`src/rtl/serv_rf_ram_bridge.sv`:
```
// Bit-serial RF port <-> dual-port RF RAM bridge: deserialises two write streams, prefetches/serialises two read streams.
// Optional: define SERV_RF_RAM_BRIDGE_ZERO_X0_EN to force x0 reads to zero and suppress x0 writes.
module serv_rf_ram_bridge #(
  parameter int W        = 1,
  parameter int WIDTH    = 8,
  parameter int WITH_CSR = 1,
  parameter int DEPTH    = (32+4*WITH_CSR)*32/WIDTH,
  parameter int AW       = $clog2(DEPTH),
  localparam int RW      = 5+WITH_CSR
) (
  input  logic             i_clk,
  input  logic             i_rst,
  input  logic             i_wreq,
  input  logic [RW-1:0]    i_wreg0,
  input  logic [RW-1:0]    i_wreg1,
  input  logic             i_wen0,
  input  logic             i_wen1,
  input  logic [W-1:0]     i_wdata0,
  input  logic [W-1:0]     i_wdata1,
  input  logic             i_rreq,
  input  logic [RW-1:0]    i_rreg0,
  input  logic [RW-1:0]    i_rreg1,
  output logic             o_ready,
  output logic [W-1:0]     o_rdata0,
  output logic [W-1:0]     o_rdata1,
  output logic [AW-1:0]    o_waddr,
  output logic [WIDTH-1:0] o_wdata,
  output logic             o_wen,
  output logic [AW-1:0]    o_raddr,
  output logic             o_ren,
  input  logic [WIDTH-1:0] i_rdata
);

  localparam int NBEATS = 32/W;
  localparam int BPW    = WIDTH/W;
  localparam int NW     = 32/WIDTH;
  localparam int CW     = $clog2(NBEATS+5);

`ifdef SERV_RF_RAM_BRIDGE_ZERO_X0_EN
  localparam bit ZERO_X0 = 1'b1;
`else
  localparam bit ZERO_X0 = 1'b0;
`endif

  function automatic logic [AW-1:0] word_addr(input logic [RW-1:0] r, input int k);
    word_addr = AW'(int'(r)*NW + k);
  endfunction

  // ---------------- write engine ----------------
  logic             wbusy;
  logic [CW-1:0]    wcnt;
  logic [RW-1:0]    wreg0_q, wreg1_q;
  logic [WIDTH-1:0] wbuf0, wbuf1, wnext0, wnext1;
  logic             p1_slot, p1_en;
  logic [AW-1:0]    p1_addr;
  logic [WIDTH-1:0] p1_data;
  logic             w_beat, w_last, wz0, wz1;
  int               wk;

  always_comb begin
    w_beat = wbusy && (int'(wcnt) < NBEATS);
    w_last = w_beat && ((int'(wcnt) % BPW) == BPW-1);
    wk     = int'(wcnt) / BPW;
    wnext0 = {i_wdata0, wbuf0[WIDTH-1:W]};
    wnext1 = {i_wdata1, wbuf1[WIDTH-1:W]};
    wz0    = ZERO_X0 && (wreg0_q == '0);
    wz1    = ZERO_X0 && (wreg1_q == '0);
  end

  // Port 0 word goes out on the edge that samples its last beat; port 1 is parked one cycle.
  always_ff @(posedge i_clk or posedge i_rst) begin
    if (i_rst) begin
      wbusy   <= 1'b0;
      wcnt    <= '0;
      wreg0_q <= '0;
      wreg1_q <= '0;
      wbuf0   <= '0;
      wbuf1   <= '0;
      p1_slot <= 1'b0;
      p1_en   <= 1'b0;
      p1_addr <= '0;
      p1_data <= '0;
      o_wen   <= 1'b0;
      o_waddr <= '0;
      o_wdata <= '0;
    end else begin
      o_wen   <= 1'b0;
      p1_slot <= 1'b0;
      if (!wbusy && i_wreq) begin
        wbusy   <= 1'b1;
        wcnt    <= '0;
        wreg0_q <= i_wreg0;
        wreg1_q <= i_wreg1;
      end else if (wbusy) begin
        if (w_beat) begin
          wbuf0 <= wnext0;
          wbuf1 <= wnext1;
          wcnt  <= wcnt + CW'(1);
        end else begin
          wbusy <= 1'b0;
        end
      end
      if (w_last) begin
        o_wen   <= i_wen0 && !wz0;
        o_waddr <= word_addr(wreg0_q, wk);
        o_wdata <= wnext0;
        p1_slot <= 1'b1;
        p1_en   <= i_wen1 && !wz1;
        p1_addr <= word_addr(wreg1_q, wk);
        p1_data <= wnext1;
      end else if (p1_slot) begin
        o_wen   <= p1_en;
        o_waddr <= p1_addr;
        o_wdata <= p1_data;
      end
    end
  end

  // ---------------- read engine ----------------
  logic             rbusy;
  logic [CW-1:0]    rcnt;
  logic [RW-1:0]    rreg0_q, rreg1_q;
  logic             rz0_q, rz1_q;
  logic [WIDTH-1:0] rhold, rbuf0, rbuf1;
  logic             r_ren0, r_ren1, r_hold, r_load, r_ready, r_done;
  int               rc, rk;

  // rcnt is the cycle number since the accepted request; word j is loaded at cycle 3+j*BPW.
  always_comb begin
    rc      = int'(rcnt);
    rk      = rc / BPW;
    r_ren0  = rbusy && (rc >= BPW) && (rc % BPW == 0) && (rk < NW);
    r_ren1  = rbusy && (rc % BPW == 1) && (rk < NW);
    r_hold  = rbusy && (rc >= 2) && ((rc-2) % BPW == 0) && ((rc-2)/BPW < NW);
    r_load  = rbusy && (rc >= 3) && ((rc-3) % BPW == 0) && ((rc-3)/BPW < NW);
    r_ready = rbusy && (rc == 2);
    r_done  = rbusy && (rc == 3+NBEATS);
  end

  always_ff @(posedge i_clk or posedge i_rst) begin
    if (i_rst) begin
      rbusy   <= 1'b0;
      rcnt    <= '0;
      rreg0_q <= '0;
      rreg1_q <= '0;
      rz0_q   <= 1'b0;
      rz1_q   <= 1'b0;
      rhold   <= '0;
      rbuf0   <= '0;
      rbuf1   <= '0;
      o_ren   <= 1'b0;
      o_raddr <= '0;
      o_ready <= 1'b0;
    end else begin
      o_ren   <= 1'b0;
      o_ready <= r_ready;
      if (!rbusy && i_rreq) begin
        rbusy   <= 1'b1;
        rcnt    <= CW'(1);
        rreg0_q <= i_rreg0;
        rreg1_q <= i_rreg1;
        rz0_q   <= ZERO_X0 && (i_rreg0 == '0);
        rz1_q   <= ZERO_X0 && (i_rreg1 == '0);
        o_ren   <= 1'b1;
        o_raddr <= word_addr(i_rreg0, 0);
      end else if (rbusy) begin
        rcnt <= rcnt + CW'(1);
        if (r_done) rbusy <= 1'b0;
      end
      if (r_ren0) begin
        o_ren   <= 1'b1;
        o_raddr <= word_addr(rreg0_q, rk);
      end else if (r_ren1) begin
        o_ren   <= 1'b1;
        o_raddr <= word_addr(rreg1_q, rk);
      end
      if (r_hold) rhold <= i_rdata;
      // Zero-filled shift leaves the beat outputs at 0 once a stream drains.
      if (r_load) begin
        rbuf0 <= rz0_q ? '0 : rhold;
        rbuf1 <= rz1_q ? '0 : i_rdata;
      end else begin
        rbuf0 <= rbuf0 >> W;
        rbuf1 <= rbuf1 >> W;
      end
    end
  end

  assign o_rdata0 = rbuf0[W-1:0];
  assign o_rdata1 = rbuf1[W-1:0];

endmodule

```
`config.mk`:
```
export PLATFORM = sky130hd
export DESIGN_NAME = serv_rf_ram_bridge
export DESIGN_NICKNAME = d
export VERILOG_FILES = /design/src/rtl/serv_rf_ram_bridge.sv
export SDC_FILE = /design/constraint.sdc
export NUM_CORES = 1
export LEC_CHECK = 0
export ABC_AREA = 1
export CAP_MARGIN = 25
export CORE_MARGIN = 10
export CORE_UTILIZATION = 60
export DETAILED_ROUTE_END_ITERATION = 10
export HOLD_SLACK_MARGIN = 0.06
export PLACE_DENSITY_LB_ADDON = 0.08
export SYNTH_ARGS = -nofsm -noshare
export SYNTH_HDL_FRONTEND = slang
export SYNTH_SLANG_ARGS = --single-unit
```
`constraint.sdc`:
```
create_clock -name i_clk -period 10.72 [get_ports i_clk]
set_input_delay 2.144 -clock i_clk [delete_from_list [all_inputs] [get_ports i_clk]]
set_output_delay 2.144 -clock i_clk [all_outputs]
set_load 0.1 [all_outputs]
```
Word level (Yosys, flattened, before mapping)

Index checks and enable logic that the tools add are counted.

Word-level logic and storage cells: 104
Flip-flop bits (word level): 123
Output and inout port bits: 29
Bits of input ports: 40

Bitwise operators: 3
Equality and inequality tests: 4
Order comparisons: 7
$add $sub $neg: 10
Multiplexer cells: 26
Reduce and logical (&&, ||, !) cells: 31

Operators by type and width:

| kind                                                               | count |
|---|---|
| zero test 32 bit                                                   | 3 |
| 2-to-1 mux 8 bit                                                   | 9 |
| adder 32 x 1 -> 32 bit                                             | 2 |
| < comparator 32 x 4 -> 1 bit (second input constant)               | 2 |
| adder 8 x 3 -> 8 bit                                               | 4 |
| 2-to-1 mux 6 bit                                                   | 5 |
| logical AND 1 bit                                                  | 17 |
| subtractor 6 x 2 -> 7 bit (second input constant)                  | 2 |
| adder 6 x 1 -> 6 bit (second input constant)                       | 2 |
| greater-or-equal comparator 6 x 2 -> 1 bit (second input constant) | 2 |
| 2-to-1 mux 1 bit                                                   | 12 |
| nonzero test 2 bit                                                 | 4 |
| equality test 6 x 3 -> 1 bit (second input constant)               | 1 |
| equality test 6 bit (second input constant)                        | 1 |
| greater-or-equal comparator 6 x 4 -> 1 bit (second input constant) | 1 |
| < comparator 6 bit (second input constant)                         | 1 |
| OR reduction 3 bit                                                 | 2 |
| equality test 3 x 1 -> 1 bit (second input constant)               | 1 |
| equality test 3 x 2 -> 1 bit (second input constant)               | 1 |
| < comparator 3 bit (second input constant)                         | 1 |
| AND reduction 3 bit                                                | 1 |
| nonzero test 3 bit                                                 | 1 |
| bitwise AND 1 bit                                                  | 2 |
| zero test 1 bit                                                    | 2 |
| other kinds (2)                                                    | 2 |

Longest topological paths before layout

Gate-level depths: netlist (run 1).

Depth in word-level cells: 7
Depth in mapped cells: 18

Worst setup path before layout (run 1)

Ideal clock, no wire load.

Path kind: reg2out
Start: register o_raddr[6]
End: output o_raddr[6]
Cell stages (with the launch flop): 1
Buffers on the path: 0
Data arrival time: 0.898 ns
Setup slack: 7.678 ns
Data required time: 8.576 ns
Cells stage by stage: dfrtp_1

RTL lines:

| element                | RTL line | RTL |
|---|---|---|
| start, declared        | 29       | `output logic [AW-1:0] o_raddr,` |
| start signal, assigned | 165      | `o_raddr <= word_addr(i_rreg0, 0);` |
| start signal, assigned | 172      | `o_raddr <= word_addr(rreg0_q, rk);` |
| start signal, assigned | 175      | `o_raddr <= word_addr(rreg1_q, rk);` |

No word-level cell between the ends.

Worst setup path in the final report (run 1)

Start: register o_raddr[4]
End: output o_raddr[4]

No word-level cell between the ends.

==> results by group, run 1 <==
Setup path
  – Cell-by-cell trace of the critical path: clkdlybuf4s50_1
  – Cell at the slowest stage of the critical path: sky130_fd_sc_hd__clkdlybuf4s50_1
  – Critical path's largest stage delay: 1.15 ns
  – Logic depth of the worst register-to-register path: 14
  – R2R Setup Slk: 7.77 ns
  – Crit path max fanout: 2
  – Worst EP required: 8.58 ns
  – Critical Path Sink Type: output port
  – Type of the worst setup path: register to output port
  – Startpoint of the most critical register-to-register path: rcnt[3]
  – Data arrival time at the worst-slack endpoint: 2.04 ns
  – Cell family with the largest share of critical-path delay: buffers and inverters
  – Buffering stage count on the worst path with inverters included: 1
  – Terminus of the critical flop-to-flop path: rbuf0[4]
  – Nature of the critical path startpoint: register

Final layout
  – Area overhead of the layout relative to synthesis: 22.52%
  – Final design utilization: 76.11%
  – Share of final-layout standard cells stronger than drive strength 1: 7.913%
  – Most common cell after layout, fill and taps aside: sky130_fd_sc_hd__nand2_1
  – # fillers: 661
  – Most used cells in the layout excluding fill and tap cells: sky130_fd_sc_hd__nand2_1 (201), sky130_fd_sc_hd__dfrtp_1 (121), sky130_fd_sc_hd__clkdlybuf4s50_1 (68), sky130_fd_sc_hd__nand3_1 (56), sky130_fd_sc_hd__inv_1 (54)
  – Post-route design area: 7099 um2
  – Number of diodes added for antenna fixing: 0
  – Final #Nets: 792

CTS
  – CTS Root Cell: sky130_fd_sc_hd__clkbuf_8
  – Resized Gates After CTS: 0
  – Buffers inserted by post-CTS timing repair: 0
  – Max H-tree Level: 4
  – Clock tree sinks: 121
  – CTS tree: built
  – Clock slew seen by the registers of the worst setup and hold paths: 0.06 ns
  – Number of hold-repair buffers added at the cts stage: 0
  – Clock buffer count from CTS: 17
  – Maximum buffer depth of the clock tree: 2
  – Clock insertion delay at the later pin of the skew report: 0.50 ns

Timing
  – Final hold slack: 0.4430 ns
  – Transition time at the pin with the least slew margin: 1.014 ns
  – Final Hold Vio Count: 0
  – Final-report setup violation count: 0
  – Part of the cycle the worst path needs: 39.01%
  – Worst clock skew on the final layout: 0.007352 ns
  – Setup repair after global routing missed its margin: no
  – Max Slew Vio Count: 0
  – Post-layout minimum cycle time: 4.182 ns
  – Fmax achieved: 239.1 MHz
  – Slew HR: 32.34%
  – Setup Total Neg Slack: 0 ns

Placed design
  – Routability Congestion: 0.8620
  – Total of buffers placed on input and output ports: 68
  – Final HPWL DP: 8329 um
  – Area post-placement: 6525 um2

Global routing
  – Remaining global-route overflow: 0
  – First-pass GRT wire length: 21,630 um
  – Antenna violations before repair: 0
  – Pin count of the biggest net entering global routing: 81
  – Number of global-route vias before repair: 4,722
  – Tot GR Track Use: 18.13%

Synthesis
  – Synthesized area divided by synthesized cell count: 8.901 um2
  – Fraction of synthesis flops using an asynchronous set or reset pin: 100.0%
  – Count of flip-flops with a built-in enable after synthesis: 0
  – Simple-gate share of the synthesized area: 24.66%
  – Total number of yosys warnings: 0
  – Adder-cell share of the synthesized area: 6.694%
  – Most frequently used flop master after synthesis: sky130_fd_sc_hd__dfrtp_1
  – Number of register bits inferred by synthesis: 121
  – Post-synthesis compound-gate area fraction: 7.752%
  – Post-Synthesis Cell Area: 5794 um2
  – Synthesized net count: 722
  – Proportion of synthesized area in mux cells: 1.360%
  – Post-synthesis cell type count: 35
  – Number of instances in the synthesized netlist: 651
  – Main combinational cell family by area after synthesis: simple AND/OR/NAND/NOR gates
  – Synth Area in XOR/XNOR: 1.360%
  – Share of the yosys chip area belonging to registers: 52.26%

Floorplan
  – Horizontal die dimension: 118.3 um
  – FP Rows: 35
  – Starting utilization of the core area: 62.12%
  – Die area: 13,990 um2
  – Floorplan Core Area: 9328 um2
  – Io pins: 69
  – Die Span Y: 118.3 um

Worst hold path
  – Capture endpoint of the worst hold path: rbuf0[6]
  – Cell count of the worst hold path: 2
  – Class of the tightest hold or removal check: register to register
  – Worst Hold Launch: rbuf0[7]

Drt
  – DRC errors left: 0
  – Via count: 4,681
  – Number of iterations in the first detailed-routing pass: 5
  – Total length of routed wires: 12,480 um
  – Via count normalized by instance count: 5.430
  – Wire length per cell: 14.47 um
  – Number of design-rule violations left by the first detailed-router iteration: 332
  – Detail Route Antenna Nets: 0

Pwr
  – Power per Cell Area: 344.5 nW/um2
  – LEAKAGE: 3.521 nW
  – Worst IR drop on VDD: 0.1968 mV

Flow run
  – Max capacitance violation total: 0

Outcome
  – Outcome: complete, no violations
logic make-up (layout without fill, tap and decap cells):
logic type / after synthesis / count (layout)
buffers and inverters: 78 / 160
AND/OR/NAND/NOR: 326 / 326
adder cells (fa/ha/maj): 31 / 31
AO/OA/AOI/OAI: 79 / 79
XOR/XNOR: 9 / 9
flip-flops: 121 / 121
multiplexers: 7 / 7
state kept, by name, indices dropped and copies added (netlist names), 6 cells and up:
name / flops
rreg0_q: 6
wreg0_q: 6
wbuf0: 7
rbuf0: 8
rreg1_q: 6
rhold: 8
wreg1_q: 6
rcnt: 6
rbuf1: 8
p1_addr: 8
wbuf1: 7
o_wdata: 8
p1_data: 8
o_raddr: 8
wcnt: 6
o_waddr: 8
worst register-to-register path, stage by stage, from the launching register on:
cell and delay (ns):
sky130_fd_sc_hd__dfrtp_1 0.50, sky130_fd_sc_hd__nor2_1 0.23, sky130_fd_sc_hd__nand2_1 0.14, sky130_fd_sc_hd__nor2_1 0.51, sky130_fd_sc_hd__nand3b_1 0.21, sky130_fd_sc_hd__ha_1 0.33
sky130_fd_sc_hd__nand2_1 0.06, sky130_fd_sc_hd__nor2_1 0.11, sky130_fd_sc_hd__nand2_1 0.07, sky130_fd_sc_hd__nor2_1 0.11, sky130_fd_sc_hd__nand2_2 0.07, sky130_fd_sc_hd__nand2_4 0.16
sky130_fd_sc_hd__nand2_4 0.17, sky130_fd_sc_hd__nand2_1 0.13, sky130_fd_sc_hd__nand2_1 0.05
per-layer routing:
metal	wire length, um	global-route usage (%)
met3	568	4.617
met5	0	0
met4	150	5.564
met1	5174	21.29
met2	6581	31.78
cell type report:
class | instances | area, um2 | share of cell area [%]
clock inverters | 8 | 70.07 | 0.9870
flip-flops and latches | 121 | 3028 | 42.65
multi-input cells | 452 | 2424 | 34.14
repair buffers | 70 | 715.7 | 10.08
clock buffers | 23 | 476.7 | 6.715
well taps | 129 | 161.4 | 2.274
inverters | 59 | 224.0 | 3.155
per-stage QoR:
step                worst slack (ns)  cells  total power (W)
floorplan                      5.362    651         0.001662
global placement               6.733    830         0.001871
detailed placement             6.707    830         0.001920
CTS                            6.510    861         0.002458
global route                   6.481    862         0.002623
finish                         6.538    862         0.002445
report_power, final:
part           internal, W  switching (W)  leakage, nW
sequential        0.000657       0.000130         1.51
clock             0.000328       0.000192        0.269
combinational     0.000329       0.000809         1.74
total              0.00131        0.00113         3.52
how the worst max path moves through the flow:
stage                     startpoint    endpoint  slack, ns  depth (start not counted)
after floorplan                i_rst  o_raddr[0]       5.36                          1
after global routing      o_raddr[0]  o_raddr[0]       6.48                          1
after global placement         i_rst  wreg0_q[4]       6.73                          3
after detailed placement       i_rst  wreg0_q[4]       6.71                          3
final                     o_raddr[4]  o_raddr[4]       6.54                          1
after CTS                 o_raddr[4]  o_raddr[4]       6.51                          1
synth_stat cells, types with 6 or more instances:
cell type / count / area share [%]
sky130_fd_sc_hd__ha_1: 31 / 6.7
sky130_fd_sc_hd__o21ai_0: 50 / 4.3
sky130_fd_sc_hd__inv_1: 55 / 3.6
sky130_fd_sc_hd__o211ai_1: 7 / 0.91
sky130_fd_sc_hd__xor2_1: 7 / 1.1
sky130_fd_sc_hd__nand4_1: 6 / 0.65
sky130_fd_sc_hd__clkbuf_1: 6 / 0.39
sky130_fd_sc_hd__mux2_2: 7 / 1.4
sky130_fd_sc_hd__buf_2: 7 / 0.60
sky130_fd_sc_hd__nand3_1: 56 / 4.8
sky130_fd_sc_hd__nor2_1: 38 / 2.5
sky130_fd_sc_hd__nand2_1: 201 / 13
sky130_fd_sc_hd__o221ai_1: 7 / 1.1
sky130_fd_sc_hd__a21oi_1: 8 / 0.69
sky130_fd_sc_hd__dfrtp_1: 121 / 52
(Power assumes the default switching activity.)
==> run 2: changes to the inputs <==
Settings changed: CORE_UTILIZATION 60 to 51.
Clock period 10.72 ns to 3.7 ns, I/O delays scaled along.
==> results by group, run 2 (synthesis gave the netlist of run 1 again) <==
Final layout
  – Share of final-layout standard cells stronger than drive strength 1: 7.231%
  – Area overhead of the layout relative to synthesis: 22.37%
  – Most used cells in the layout excluding fill and tap cells: sky130_fd_sc_hd__nand2_1 (201), sky130_fd_sc_hd__dfrtp_1 (121), sky130_fd_sc_hd__clkdlybuf4s50_1 (68), sky130_fd_sc_hd__nand3_1 (56), sky130_fd_sc_hd__inv_1 (54)
  – Number of diodes added for antenna fixing: 0
  – Most common cell after layout, fill and taps aside: sky130_fd_sc_hd__nand2_1
  – Post-route design area: 7091 um2
  – Final design utilization: 64.56%
  – # fillers: 933
  – Final #Nets: 792

CTS
  – Clock slew seen by the registers of the worst setup and hold paths: 0.05 ns
  – Clock tree sinks: 121
  – Maximum buffer depth of the clock tree: 2
  – CTS Root Cell: sky130_fd_sc_hd__clkbuf_16
  – Clock buffer count from CTS: 17
  – Clock insertion delay at the later pin of the skew report: 0.41 ns
  – CTS tree: built
  – Number of hold-repair buffers added at the cts stage: 0
  – Max H-tree Level: 4
  – Buffers inserted by post-CTS timing repair: 0
  – Resized Gates After CTS: 0

Setup path
  – Most numerous cell on the critical path: sky130_fd_sc_hd__nand2_1
  – Type of the worst setup path: register to register
  – Logic depth of the worst register-to-register path: 14
  – Cell-by-cell trace of the critical path: nor2_1 > nand2_1 > nor2_1 > nand3b_1 > ha_1 > nand2_1 > nor2_1 > nand2_1 > nor2_1 > nand2_2 > nand2_4 > nand2_4 > nand2_1 > nand2_1
  – Critical path's largest stage delay: 0.49 ns
  – Cell at the slowest stage of the critical path: sky130_fd_sc_hd__dfrtp_1
  – Worst EP required: 3.99 ns
  – Data arrival time at the worst-slack endpoint: 3.12 ns
  – Critical Path Sink Type: register
  – Nature of the critical path startpoint: register
  – Crit path max fanout: 16

Drt
  – Wire length per cell: 13.88 um
  – Number of iterations in the first detailed-routing pass: 4
  – Number of design-rule violations left by the first detailed-router iteration: 401
  – Via count normalized by instance count: 5.109
  – Via count: 4,460
  – Total length of routed wires: 12,120 um
  – Detail Route Antenna Nets: 0
  – DRC errors left: 0

Placed design
  – Final HPWL DP: 8315 um
  – Routability Congestion: 0.8632
  – Total of buffers placed on input and output ports: 68
  – DP Worst Slack: 0.8795 ns
  – Area post-placement: 6560 um2

Pwr
  – Clock network fraction of total power: 21.2%
  – Power per Cell Area: 985.9 nW/um2
  – Pwr Total: 0.006990 W
  – Worst IR drop on VDD: 0.8827 mV
  – Psw: 0.003195 W
  – Internal portion of total power: 0.003795 W
  – LEAKAGE: 3.505 nW
  – Combinational fraction of design power: 46.3%
  – Share of power burned in registers: 32.5%
  – Switching power as a share of total power: 45.70%

Timing
  – Final-report setup violation count: 0
  – Setup repair after global routing missed its margin: no
  – Max Slew Vio Count: 0
  – Setup Total Neg Slack: 0 ns
  – Part of the cycle the worst path needs: 76.42%
  – Worst clock skew on the final layout: 0.006169 ns
  – Post-layout minimum cycle time: 2.827 ns
  – Fmax achieved: 353.7 MHz
  – Transition time at the pin with the least slew margin: 0.9880 ns
  – Slew HR: 33.93%
  – Final Hold Vio Count: 0
  – Final Worst Setup Slack: 0.8726 ns

Floorplan
  – Io pins: 69
  – Floorplan Core Area: 10,980 um2
  – Starting utilization of the core area: 52.76%
  – Horizontal die dimension: 126.6 um
  – Die Span Y: 126.6 um
  – FP Rows: 38
  – Die area: 16,030 um2

Worst hold path
  – Cell count of the worst hold path: 2
  – Class of the tightest hold or removal check: register to register

Flow run
  – Max capacitance violation total: 0

Outcome
  – Outcome: complete, no violations

Global routing
  – Remaining global-route overflow: 0
  – First-pass GRT wire length: 20,920 um
  – Pin count of the biggest net entering global routing: 122
  – Antenna violations before repair: 0
  – Number of global-route vias before repair: 4,346
  – Tot GR Track Use: 15.73%
[run 2: cell count changes in the layout (fill, tap and decap cells not counted), sizes merged]
cell | before | now
clkinv | 7 | 4
inv | 57 | 56
clkbuf | 23 | 29
clkinvlp | 2 | 1
bufinv | 1 | 0
[run 2: final timing paths]
kind	from	to	slack, ns
max in group asynchronous	i_rst	rbuf1[1]	2.34
hold / removal	rbuf0[7]	rbuf0[6]	0.44
min in group asynchronous	i_rst	o_ren	0.85
hold reg to reg	rbuf0[7]	rbuf0[6]	0.44
setup reg to reg	rcnt[3]	rbuf0[2]	0.87
setup / recovery	rcnt[3]	rbuf0[2]	0.87
[run 2: layout make-up]
| cell class | count | area, um2 | share of cell area [%] |
|---|---|---|---|
| clock inverters | 2 | 10.01 | 0.1412 |
| inverters | 59 | 225.2 | 3.176 |
| repair buffers | 70 | 708.2 | 9.988 |
| clock buffers | 29 | 520.5 | 7.341 |
| well taps | 140 | 175.2 | 2.470 |
| multi-input cells | 452 | 2424 | 34.18 |
| flip-flops and latches | 121 | 3028 | 42.70 |
[run 2: routing by layer]
metal | global-route usage, % | vias up | wire (um)
met5 | 0 | - | 0
met4 | 6.229 | 0 | 159
met3 | 5.165 | 13 | 685
met2 | 23.82 | 106 | 5657
met1 | 20.39 | 2062 | 5614
li1 | - | 2279 | -
[run 2: stage by stage]
stage	hold WS [ns]	std cells
6_report	0.4419	873
3_3_place_gp	0.4234	842
3_5_place_dp	0.4294	842
4_1_cts	0.4430	873
2_1_floorplan	0.4183	651
5_1_grt	0.4622	873
[run 2: worst max-delay path: cells and delay by family (launching register included)]
kind                       cells  cell delay, ns
and+or+nand+nor               13            1.89
DFF                            1            0.49
adders and majority gates      1            0.32
[run 2: power groups by stage]
stage / logic [W] / registers (W) / clock network, W
after floorplan: 0.00173 / 0.00309 / 0
after global placement: 0.00318 / 0.00227 / 0
after detailed placement: 0.00326 / 0.00228 / 0
after CTS: 0.00327 / 0.00227 / 0.00151
after global routing: 0.00363 / 0.00234 / 0.00158
final: 0.00324 / 0.00227 / 0.00148
==> run 3: changes to the inputs <==
Clock period 3.7 ns to 2.4 ns, I/O delays scaled along.
==> results by group, run 3 (synthesis gave the netlist of run 1 again) <==
Outcome
  – Outcome: complete, no violations

Global routing
  – Global-route track usage on met2: 25.21%
  – Antenna violations before repair: 0
  – M1 GR Usage: 19.52%
  – Number of global-route vias before repair: 4,555
  – Tot GR Track Use: 15.49%
  – Global-route track usage on met3: 4.873%
  – Remaining global-route overflow: 0
  – Routing layer with the top usage in global route: met2
  – First-pass GRT wire length: 20,970 um
  – Pin count of the biggest net entering global routing: 122

Placed design
  – Placed cell count: 859
  – Area post-placement: 6618 um2
  – Total of buffers placed on input and output ports: 68
  – Final HPWL DP: 8466 um
  – Routability Congestion: 0.8475

Pwr
  – Switching power as a share of total power: 44.80%
  – Internal portion of total power: 0.006599 W
  – LEAKAGE: 3.725 nW
  – Power per Cell Area: 1587 nW/um2
  – Pwr Total: 0.01195 W
  – Worst IR drop on VDD: 1.324 mV
  – Combinational fraction of design power: 48.8%
  – Share of power burned in registers: 29.3%
  – Clock network fraction of total power: 22.0%
  – Psw: 0.005355 W

CTS
  – Clock tree sinks: 121
  – CTS Root Cell: sky130_fd_sc_hd__clkbuf_16
  – Clock insertion delay at the later pin of the skew report: 0.41 ns
  – Clock buffer count from CTS: 17
  – Max H-tree Level: 4
  – Maximum buffer depth of the clock tree: 2
  – CTS tree: built
  – Clock slew seen by the registers of the worst setup and hold paths: 0.05 ns

Timing
  – Transition time at the pin with the least slew margin: 0.7474 ns
  – Part of the cycle the worst path needs: 98.62%
  – Slew HR: 50.01%
  – Max Slew Vio Count: 0
  – Worst clock skew on the final layout: 0.006219 ns
  – Setup Total Neg Slack: 0 ns
  – Final hold slack: 0.4541 ns
  – Post-layout minimum cycle time: 2.367 ns
  – Fmax achieved: 422.5 MHz
  – Final Hold Vio Count: 0
  – Setup repair after global routing missed its margin: yes
  – Final-report setup violation count: 0

Floorplan
  – FP Rows: 38
  – Starting utilization of the core area: 52.76%
  – Io pins: 69
  – Die Span Y: 126.6 um
  – Die area: 16,030 um2
  – Floorplan Core Area: 10,980 um2
  – Horizontal die dimension: 126.6 um

Final layout
  – Sequential standard cell area: 3030 um2
  – Area taken by multi-input logic gates: 2656 um2
  – Area overhead of the layout relative to synthesis: 29.99%
  – Final Non-Filler Cells: 899
  – Most used cells in the layout excluding fill and tap cells: sky130_fd_sc_hd__nand2_1 (185), sky130_fd_sc_hd__dfrtp_1 (119), sky130_fd_sc_hd__inv_1 (53), sky130_fd_sc_hd__buf_4 (51), sky130_fd_sc_hd__o21ai_0 (50)
  – Number of diodes added for antenna fixing: 0
  – Share of final-layout standard cells stronger than drive strength 1: 19.76%
  – Post-route design area: 7532 um2
  – Most common cell after layout, fill and taps aside: sky130_fd_sc_hd__nand2_1
  – Final #Nets: 817
  – # fillers: 878

Setup path
  – R2R Setup Slk: 0.03 ns
  – WP depth: 16
  – Capture point of the critical path: rbuf1[2]
  – Cell-by-cell trace of the critical path: ha_4 > nand2_4 > nand2_4 > xor2_4 > nand3b_1 > ha_1 > inv_1 > nand2_1 > nor2_1 > nand2_1 > nor2_2 > nand2_2 > nand2_4 > buf_6 > nand3_1 > nand2_1
  – Critical path's largest stage delay: 0.49 ns
  – Data arrival time at the worst-slack endpoint: 2.71 ns
  – Crit path max fanout: 6
  – Terminus of the critical flop-to-flop path: rbuf1[2]
  – Startpoint of the most critical register-to-register path: rcnt[1]
  – Type of the worst setup path: register to register
  – Cell family with the largest share of critical-path delay: simple AND/OR/NAND/NOR gates
  – Cell at the slowest stage of the critical path: sky130_fd_sc_hd__dfrtp_2
  – Worst EP required: 2.74 ns
  – Critical Path Sink Type: register
  – Logic depth of the worst register-to-register path: 16
  – Buffering stage count on the worst path with inverters included: 2
  – Worst Setup SP: rcnt[1]
  – Nature of the critical path startpoint: register

Drt
  – Number of design-rule violations left by the first detailed-router iteration: 335
  – Detail Route Antenna Nets: 0
  – Total length of routed wires: 12,780 um
  – Wire length per cell: 14.21 um
  – Number of iterations in the first detailed-routing pass: 5
  – DRC errors left: 0
  – Via count normalized by instance count: 5.128
  – Via count: 4,610

Worst hold path
  – Worst Hold Launch: rbuf1[7]
  – Class of the tightest hold or removal check: register to register
  – Cell count of the worst hold path: 2

Flow run
  – Max capacitance violation total: 0
[run 3: cell count changes in the layout (fill, tap and decap cells not counted), sizes merged]
cell,change
buf,+53
bufinv,+3
clkbuf,-4
clkdlybuf4s50,-29
clkinv,+1
clkinvlp,+1
nand2,+1
[run 3: layer usage]
metal  up-vias  part of all wire, %
met5         -                    0
met1      2180                   46
met2        95                   49
met3         9                  4.5
met4         0                 0.80
li1       2326                    -
[run 3: worst reg2reg max path: stages (launching register included)]
cell and delay (ns):
sky130_fd_sc_hd__dfrtp_2 0.49, sky130_fd_sc_hd__ha_4 0.20, sky130_fd_sc_hd__nand2_4 0.08, sky130_fd_sc_hd__nand2_4 0.07
sky130_fd_sc_hd__xor2_4 0.20, sky130_fd_sc_hd__nand3b_1 0.13, sky130_fd_sc_hd__ha_1 0.23, sky130_fd_sc_hd__inv_1 0.06
sky130_fd_sc_hd__nand2_1 0.04, sky130_fd_sc_hd__nor2_1 0.09, sky130_fd_sc_hd__nand2_1 0.07, sky130_fd_sc_hd__nor2_2 0.11
sky130_fd_sc_hd__nand2_2 0.07, sky130_fd_sc_hd__nand2_4 0.13, sky130_fd_sc_hd__buf_6 0.16, sky130_fd_sc_hd__nand3_1 0.07
sky130_fd_sc_hd__nand2_1 0.10
[run 3: timing repair]
item	4_1_cts	5_1_grt
setup buffers	0	7
gates cloned	0	1
gates resized for setup	3	48
setup endpoints to repair	22	24
pin swaps	0	18
hold buffers	0	0
[run 3: power by group through the flow]
stage               Clock (W)  Sequential [W]  Combinational [W]
floorplan                   0         0.00476            0.00267
global placement            0         0.00346            0.00515
detailed placement          0         0.00347            0.00528
CTS                   0.00267         0.00346            0.00533
global route          0.00276         0.00361            0.00643
finish                0.00263         0.00350            0.00583
[run 3: final cells by class]
type | count | share of cell area, %
sequential | 121 | 40.23
clock inverter | 7 | 1.495
multi-input combinational | 453 | 35.27
clock buffer | 25 | 6.711
timing repair buffer | 94 | 10.98
tap | 140 | 2.326
inverter | 59 | 2.990
[run 3: metrics by stage]
step / worst slack, ns / utilization (%)
after global placement: 0.06810 / 60.25
after floorplan: -0.006825 / -
after detailed placement: -0.05341 / 60.25
final: 0.03313 / 68.58
after CTS: 0.01008 / 66.03
after global routing: -0.1591 / 68.58
[run 3: worst min path at each step]
stage | to
CTS | rbuf1[1]
finish | rbuf1[6]
global route | rbuf1[6]
global placement | rbuf0[6]
detailed placement | rbuf1[5]
floorplan | rbuf0[0]
